<file path="src/rtl/xbee_telemetry_tx_pkg.sv">
// rtl/xbee_telemetry_tx_pkg.sv - shared types and constants for the Xbee telemetry transmitter
package xbee_telemetry_tx_pkg;

  // Frame-level sequencing states of the top controller
  typedef enum logic [2:0] {
    ST_IDLE,
    ST_WAIT_CTS,
    ST_START,
    ST_DATA,
    ST_STOP,
    ST_DONE
  } tx_state_e;

  // Bit phases of the byte serializer
  typedef enum logic [1:0] {
    PH_IDLE,
    PH_START,
    PH_DATA,
    PH_STOP
  } tx_phase_e;

  localparam int         FRAME_LEN         = 6;
  localparam logic [7:0] FRAME_HDR_DEFAULT = 8'hA5;

  // Frame check byte over the four payload bytes
  function automatic logic [7:0] frame_chk(
    input logic [7:0] a,
    input logic [7:0] b,
    input logic [7:0] c,
    input logic [7:0] d
  );
    return a ^ b ^ c ^ d;
  endfunction

endpackage

</file>
<file path="src/rtl/xbee_telemetry_tx_uart_tx_byte.sv">
// rtl/xbee_telemetry_tx_uart_tx_byte.sv - 8N1 byte serializer with a bit-period divider
module uart_tx_byte
  import xbee_telemetry_tx_pkg::*;
#(
  parameter int DIV = 10
) (
  input  logic       i_clk,
  input  logic       i_reset_n,
  input  logic       i_tvalid,
  input  logic [7:0] i_tdata,
  output logic       o_tready,
  output logic       o_txd,
  output logic       o_bit_end,
  output logic       o_last_data,
  output logic       o_stop_early,
  output logic       o_done
);

  localparam int            CW        = (DIV > 2) ? $clog2(DIV) : 1;
  localparam logic [CW-1:0] CNT_LAST  = CW'(DIV - 1);
  localparam logic [CW-1:0] CNT_EARLY = CW'(DIV - 2);
  localparam logic [CW-1:0] CNT_ONE   = CW'(1);

  tx_phase_e     r_phase;
  logic [CW-1:0] r_div_cnt;
  logic [2:0]    r_bit_idx;
  logic [7:0]    r_shift;
  logic          r_txd;

  logic          w_bit_end;
  logic          w_load;

  assign w_bit_end    = (r_phase != PH_IDLE) && (r_div_cnt == CNT_LAST);
  // The final stop-bit cycle also accepts, so a queued byte follows with no idle gap.
  assign o_tready     = (r_phase == PH_IDLE) || ((r_phase == PH_STOP) && w_bit_end);
  assign w_load       = i_tvalid && o_tready;
  assign o_txd        = r_txd;
  assign o_bit_end    = w_bit_end;
  assign o_last_data  = (r_bit_idx == 3'd7);
  // One clock before the stop bit ends: lets the framer request the next byte in time.
  assign o_stop_early = (r_phase == PH_STOP) && (r_div_cnt == CNT_EARLY);
  assign o_done       = (r_phase == PH_STOP) && w_bit_end;

  // Walk start, data (LSB first) and stop bits, each held DIV clocks, from a registered line
  always_ff @(posedge i_clk or negedge i_reset_n) begin
    if (!i_reset_n) begin
      r_phase   <= PH_IDLE;
      r_div_cnt <= '0;
      r_bit_idx <= '0;
      r_shift   <= '0;
      r_txd     <= 1'b1;
    end else if (w_load) begin
      r_phase   <= PH_START;
      r_div_cnt <= '0;
      r_bit_idx <= '0;
      r_shift   <= i_tdata;
      r_txd     <= 1'b0;
    end else begin
      case (r_phase)
        PH_IDLE: begin
          r_txd <= 1'b1;
        end
        PH_START: begin
          if (w_bit_end) begin
            r_phase   <= PH_DATA;
            r_div_cnt <= '0;
            r_txd     <= r_shift[0];
          end else begin
            r_div_cnt <= r_div_cnt + CNT_ONE;
          end
        end
        PH_DATA: begin
          if (w_bit_end) begin
            r_div_cnt <= '0;
            if (r_bit_idx == 3'd7) begin
              r_phase <= PH_STOP;
              r_txd   <= 1'b1;
            end else begin
              r_bit_idx <= r_bit_idx + 3'd1;
              r_shift   <= {1'b0, r_shift[7:1]};
              r_txd     <= r_shift[1];
            end
          end else begin
            r_div_cnt <= r_div_cnt + CNT_ONE;
          end
        end
        PH_STOP: begin
          if (w_bit_end) begin
            r_phase   <= PH_IDLE;
            r_div_cnt <= '0;
            r_txd     <= 1'b1;
          end else begin
            r_div_cnt <= r_div_cnt + CNT_ONE;
          end
        end
        default: begin
          r_phase <= PH_IDLE;
          r_txd   <= 1'b1;
        end
      endcase
    end
  end

endmodule

</file>
<file path="src/rtl/xbee_telemetry_tx.sv">
// rtl/xbee_telemetry_tx.sv - six-byte telemetry framer with CTS flow control toward an Xbee radio
module xbee_telemetry_tx
  import xbee_telemetry_tx_pkg::*;
#(
  parameter int         CLK_HZ    = 100_000_000,
  parameter int         BAUD      = 9600,
  parameter logic [7:0] FRAME_HDR = FRAME_HDR_DEFAULT
) (
  input  logic       clk,
  input  logic       reset,
  input  logic       send_en,
  input  logic [7:0] sensors,
  input  logic [7:0] lmdist,
  input  logic [7:0] rmdist,
  input  logic [7:0] motctl,
  input  logic       nCTS,
  output logic       uart_out,
  output logic       busy,
  output logic       frame_done,
  output logic [7:0] drop_cnt
);

  localparam int         DIV       = CLK_HZ / BAUD;
  localparam logic [2:0] LAST_BYTE = 3'(FRAME_LEN);

  tx_state_e  r_state;
  tx_state_e  w_next_state;

  logic       r_cts_meta;
  logic       r_cts_sync;
  logic       r_busy;
  logic [7:0] r_drop_cnt;
  logic [7:0] r_sensors;
  logic [7:0] r_lmdist;
  logic [7:0] r_rmdist;
  logic [7:0] r_motctl;
  logic [7:0] r_chk;
  logic [2:0] r_byte_idx;

  logic       w_accept;
  logic       w_more_bytes;
  logic       w_tx_valid;
  logic [7:0] w_tx_data;
  logic       w_tx_ready;
  logic       w_txd;
  logic       w_bit_end;
  logic       w_last_data;
  logic       w_stop_early;
  logic       w_byte_done;

  assign w_accept     = send_en && !r_busy;
  // r_byte_idx counts bytes already handed to the serializer.
  assign w_more_bytes = (r_byte_idx != LAST_BYTE);

  assign uart_out   = w_txd;
  assign busy       = r_busy;
  assign frame_done = (r_state == ST_DONE);
  assign drop_cnt   = r_drop_cnt;

  // Two-flop synchronizer for the asynchronous clear-to-send; idles as "not clear"
  always_ff @(posedge clk or negedge reset) begin
    if (!reset) begin
      r_cts_meta <= 1'b1;
      r_cts_sync <= 1'b1;
    end else begin
      r_cts_meta <= nCTS;
      r_cts_sync <= r_cts_meta;
    end
  end

  // Frame FSM state register
  always_ff @(posedge clk or negedge reset) begin
    if (!reset) begin
      r_state <= ST_IDLE;
    end else begin
      r_state <= w_next_state;
    end
  end

  // Frame FSM next state; START/DATA/STOP track the serializer's bit phases.
  // For non-final bytes STOP hands over one clock early so WAIT_CTS overlaps the
  // last stop-bit clock and the next start bit follows back-to-back.
  always_comb begin
    w_next_state = r_state;
    w_tx_valid   = 1'b0;
    case (r_state)
      ST_IDLE: begin
        if (w_accept) w_next_state = ST_WAIT_CTS;
      end
      ST_WAIT_CTS: begin
        if (!r_cts_sync && w_tx_ready) begin
          w_tx_valid   = 1'b1;
          w_next_state = ST_START;
        end
      end
      ST_START: begin
        if (w_bit_end) w_next_state = ST_DATA;
      end
      ST_DATA: begin
        if (w_bit_end && w_last_data) w_next_state = ST_STOP;
      end
      ST_STOP: begin
        if (w_more_bytes) begin
          if (w_stop_early) w_next_state = ST_WAIT_CTS;
        end else if (w_byte_done) begin
          w_next_state = ST_DONE;
        end
      end
      ST_DONE: begin
        w_next_state = ST_IDLE;
      end
      default: begin
        w_next_state = ST_IDLE;
      end
    endcase
  end

  // Snapshot payload and checksum at acceptance, track busy, byte index and drops
  always_ff @(posedge clk or negedge reset) begin
    if (!reset) begin
      r_busy     <= 1'b0;
      r_drop_cnt <= '0;
      r_sensors  <= '0;
      r_lmdist   <= '0;
      r_rmdist   <= '0;
      r_motctl   <= '0;
      r_chk      <= '0;
      r_byte_idx <= '0;
    end else begin
      if (w_accept) begin
        r_busy     <= 1'b1;
        r_sensors  <= sensors;
        r_lmdist   <= lmdist;
        r_rmdist   <= rmdist;
        r_motctl   <= motctl;
        r_chk      <= frame_chk(sensors, lmdist, rmdist, motctl);
        r_byte_idx <= '0;
      end else begin
        if (r_state == ST_DONE) r_busy <= 1'b0;
        if (w_tx_valid) r_byte_idx <= r_byte_idx + 3'd1;
      end
      if (send_en && r_busy && (r_drop_cnt != 8'hFF)) begin
        r_drop_cnt <= r_drop_cnt + 8'd1;
      end
    end
  end

  // Select the frame byte to hand to the serializer next
  always_comb begin
    w_tx_data = FRAME_HDR;
    case (r_byte_idx)
      3'd0:    w_tx_data = FRAME_HDR;
      3'd1:    w_tx_data = r_sensors;
      3'd2:    w_tx_data = r_lmdist;
      3'd3:    w_tx_data = r_rmdist;
      3'd4:    w_tx_data = r_motctl;
      default: w_tx_data = r_chk;
    endcase
  end

  uart_tx_byte #(
    .DIV (DIV)
  ) u_byte (
    .i_clk        (clk),
    .i_reset_n    (reset),
    .i_tvalid     (w_tx_valid),
    .i_tdata      (w_tx_data),
    .o_tready     (w_tx_ready),
    .o_txd        (w_txd),
    .o_bit_end    (w_bit_end),
    .o_last_data  (w_last_data),
    .o_stop_early (w_stop_early),
    .o_done       (w_byte_done)
  );

endmodule

</file>
<file path="config.mk">
export PLATFORM = sky130hd
export DESIGN_NAME = xbee_telemetry_tx
export DESIGN_NICKNAME = d
export VERILOG_FILES = /design/src/rtl/xbee_telemetry_tx_pkg.sv /design/src/rtl/xbee_telemetry_tx_uart_tx_byte.sv /design/src/rtl/xbee_telemetry_tx.sv
export SDC_FILE = /design/constraint.sdc
export NUM_CORES = 1
export LEC_CHECK = 0
export ABC_AREA = 0
export BUFFER_PORTS_ARGS = -buffer_cell sky130_fd_sc_hd__buf_2
export CAP_MARGIN = 25
export CORE_MARGIN = 4
export CORE_UTILIZATION = 25
export CTS_CLUSTER_SIZE = 40
export DETAILED_ROUTE_END_ITERATION = 6
export REMOVE_ABC_BUFFERS = 1
export SYNTH_ARGS = -nofsm -noshare
export SYNTH_HDL_FRONTEND = slang
export SYNTH_SLANG_ARGS = --single-unit
</file>
<file path="constraint.sdc">
create_clock -name clk -period 3.8 [get_ports clk]
set_clock_uncertainty 0.05 [all_clocks]
set_input_delay 0.19 -clock clk [delete_from_list [all_inputs] [get_ports clk]]
set_output_delay 0.19 -clock clk [all_outputs]
set_load 0.01 [all_outputs]
</file>
==> impl_metrics.yaml <==
outcome:
  status: "finished, final reports clean"
critical_path:
  critPathKind: "reg2reg"
  cp_cell_sequence: "inv_1, ha_1, and4b_1, and4bb_4, nand3b_2, mux2_4, nor2_1, a21oi_1"
  crit_fanout: 14
  crit_required_ps: 3960
  slowest_delay_ps: 440
  cp-end-kind: "flip-flop"
  crit_buf_inv: 1
  cp_slowest_cell: "dfrtp_1"
  start_kind: "flip-flop"
  path_delay_family: "simple AND/OR/NAND/NOR gates"
  critPathArrivalTime_ps: 2800
cts:
  cts_tree: "yes"
  h-tree-depth: 3
  insertion_delay_ps: 340
  clockBufferDepth: 2
  cts_buffers: 9
  path_clk_slew_ps: 60
  cts_setup_buffers: 0
  cts_root_buf: "clkbuf_16"
  cts.sinks: 85
power:
  ir_drop_mv: 0.267
  total_leakage_power_uw: 0.00232
  power_density_nw_per_um2: 413
  pwr-share-seq_pct: 48.7
  p_sw_share_pct: 26.5
  p_switching_uw: 573
  power.share.combinational_pct: 14.3
  internal-power_uw: 1590
  clkPwrFrac_pct: 37.0
yosys:
  synth.top_cell.area_share_pct: 46.3
  ys_ff_latch: 85
  ys_types: 52
  yosysTopAreaCell: "dfrtp_1"
  synth_cells: 413
  yosysMostFrequentCell: "dfrtp_1"
  syn_area_um2: 4440
  yosysSeqAreaShare_pct: 48.0
  synth_top_flop_cell: "dfrtp_1"
  netlist_top_cells_area: "dfrtp_1 (46%), mux2_2 (8.6%), xnor2_1 (7.3%)"
  netlist_top_cells_count: "dfrtp_1 (82), nor2_1 (40), xnor2_1 (37), mux2_2 (34), a21oi_1 (27)"
  synth_warnings: 0
  avgSynthCellArea_um2: 10.7
  synth_edf_count: 0
  async_flop_share_pct: 100
floorplanning:
  start_util_pct: 25.6
  die_x_um: 141
  core_area_um2: 17400
  num_rows: 48
  die_y_um: 141
  die-area_um2: 19900
  ios: 47
detailed_routing:
  ant_nets: 0
  drc: 0
  num_vias: 3165
  via_per_inst: 4.61
  drt_first_iter_violations: 227
  first_pass_iters: 5
  drt_wl_total_um: 9220
  detail_route.wl_per_cell_um: 13.4
grt:
  grt_pass1_wl_um: 16000
  antenna_found_initial: 0
  grt_pass1_vias: 3298
  grtUsageTotal_pct: 9.73
  grt_overflow_total: 0
  grt_max_degree: 86
layout:
  utilization_pct: 30.1
  drive_above_1_share_pct: 24.9
  antennaDiodeCount: 0
  syn2layout_area_growth_pct: 17.9
  fin_nets: 508
timing:
  worstMarginPinSlew_ps: 828
  drv_slew: 0
  min_period_ps: 2640
  tns_ps: 0
  rsz0062_at_grt: "no"
  slew_headroom_pct: 44.2
  fmax_mhz: 378
  holdWs_ps: 58.7
  hold_viol: 0
  finalCritPeriodShare_pct: 69.6
  finalSetupViolations: 0
  finalWorstSetupSlack_ps: 1160
job:
  maxCapViolCount: 0
placed_design:
  gp_congestion: 0.812
  place_hpwl_um: 6560
  port_buffers: 46
  pre_cts_ws_ps: 1190
min_path:
  hold_path.class: "in2reg"
==> flip-flops by register name (all words and copies together) (netlist names), 2 cells and up <==
register,cells
drop_cnt,8
r_byte_idx,3
r_chk,8
r_lmdist,8
r_motctl,8
r_rmdist,8
r_sensors,8
r_state,3
u_byte.r_bit_idx,3
u_byte.r_div_cnt,14
u_byte.r_phase,2
u_byte.r_shift,8
==> final timing paths <==
path	start	to	slack, ps	cells past startpoint
min reg2reg	r_cts_meta	r_cts_sync	300	0
min	lmdist[6]	r_lmdist[6]	60	2
min in group asynchronous	reset	u_byte.r_div_cnt[7]	220	2
max in group asynchronous	reset	r_lmdist[0]	2860	3
max reg2reg	u_byte.r_phase[1]	u_byte.r_shift[2]	1160	8
max	u_byte.r_phase[1]	u_byte.r_shift[2]	1160	8
==> cell families after synthesis <==
| family | share of synthesized area (%) |
|---|---|
| AND/OR/NAND/NOR | 13.2 |
| flip-flops | 48.0 |
| multiplexers | 11.2 |
| AO/OA/AOI/OAI | 12.1 |
| buffers and inverters | 2.96 |
| adder cells (fa/ha/maj) | 4.23 |
| XOR/XNOR | 8.29 |
==> layout by cell type (no fill, tap or decap), types with 2 or more instances in the layout <==
| master | n |
|---|---|
| dfrtp_1 | 82 |
| buf_2 | 45 |
| nor2_1 | 40 |
| xnor2_1 | 37 |
| mux2_2 | 34 |
| a21oi_1 | 27 |
| nand2_1 | 25 |
| ha_1 | 15 |
| o21ai_0 | 14 |
| nand3_1 | 13 |
| inv_1 | 11 |
| clkbuf_16 | 9 |
| and3_1 | 6 |
| nor2b_1 | 6 |
| nor3_1 | 6 |
| nand2b_1 | 5 |
| xor2_1 | 5 |
| mux2_4 | 5 |
| mux2i_1 | 4 |
| a22oi_1 | 4 |
| a31oi_1 | 4 |
| o211ai_1 | 4 |
| a222oi_1 | 4 |
| buf_4 | 4 |
| nor3b_1 | 3 |
| or3_1 | 3 |
| nand4_1 | 3 |
| a221o_1 | 3 |
| o2111ai_1 | 3 |
| clkinv_4 | 3 |
| dfstp_2 | 3 |
| o21ai_1 | 2 |
| a21o_1 | 2 |
| a221oi_1 | 2 |
| clkbuf_1 | 2 |
| dlygate4sd3_1 | 2 |
==> what timing repair did <==
item | CTS | global route
setup endpoints to repair | 0 | 0
gates resized for setup | 0 | 0
hold buffers | 1 | 1
endpoints found under the hold margin | 1 | 12
==> cell type report <==
cell class                 count  area (um^2)
timing repair buffer          53          323
sequential                    85         2130
clock inverter                 5         38.8
clock buffer                  11          233
tap                          225          282
multi-input combinational    297         2180
inverter                      11         41.3
fill                        1774        12100
==> routing by layer <==
| metal | GRT usage (%) | up-vias | routed length, um |
|---|---|---|---|
| li1 | - | 1554 | - |
| met1 | 12.4 | 1545 | 4190 |
| met2 | 16.3 | 61 | 4580 |
| met3 | 2.31 | 5 | 377 |
| met4 | 2.91 | 0 | 78 |
| met5 | 0 | - | 0 |
==> per-stage QoR <==
stage	power [uW]	std cells	area (um^2)
finish	2160	687	5230
global route	2270	687	5230
CTS	2180	684	5170
detailed placement	1380	667	4890
global placement	1370	667	4890
floorplan	1250	393	4350
==> power groups by stage <==
| stage | combinational (uW) | clock [uW] | sequential, uW |
|---|---|---|---|
| final | 308 | 800 | 1050 |
| after global routing | 347 | 862 | 1060 |
| after CTS | 311 | 820 | 1050 |
| after detailed placement | 308 | 0 | 1070 |
| after global placement | 301 | 0 | 1060 |
| after floorplan | 178 | 0 | 1070 |
(Power assumes the default switching activity.)
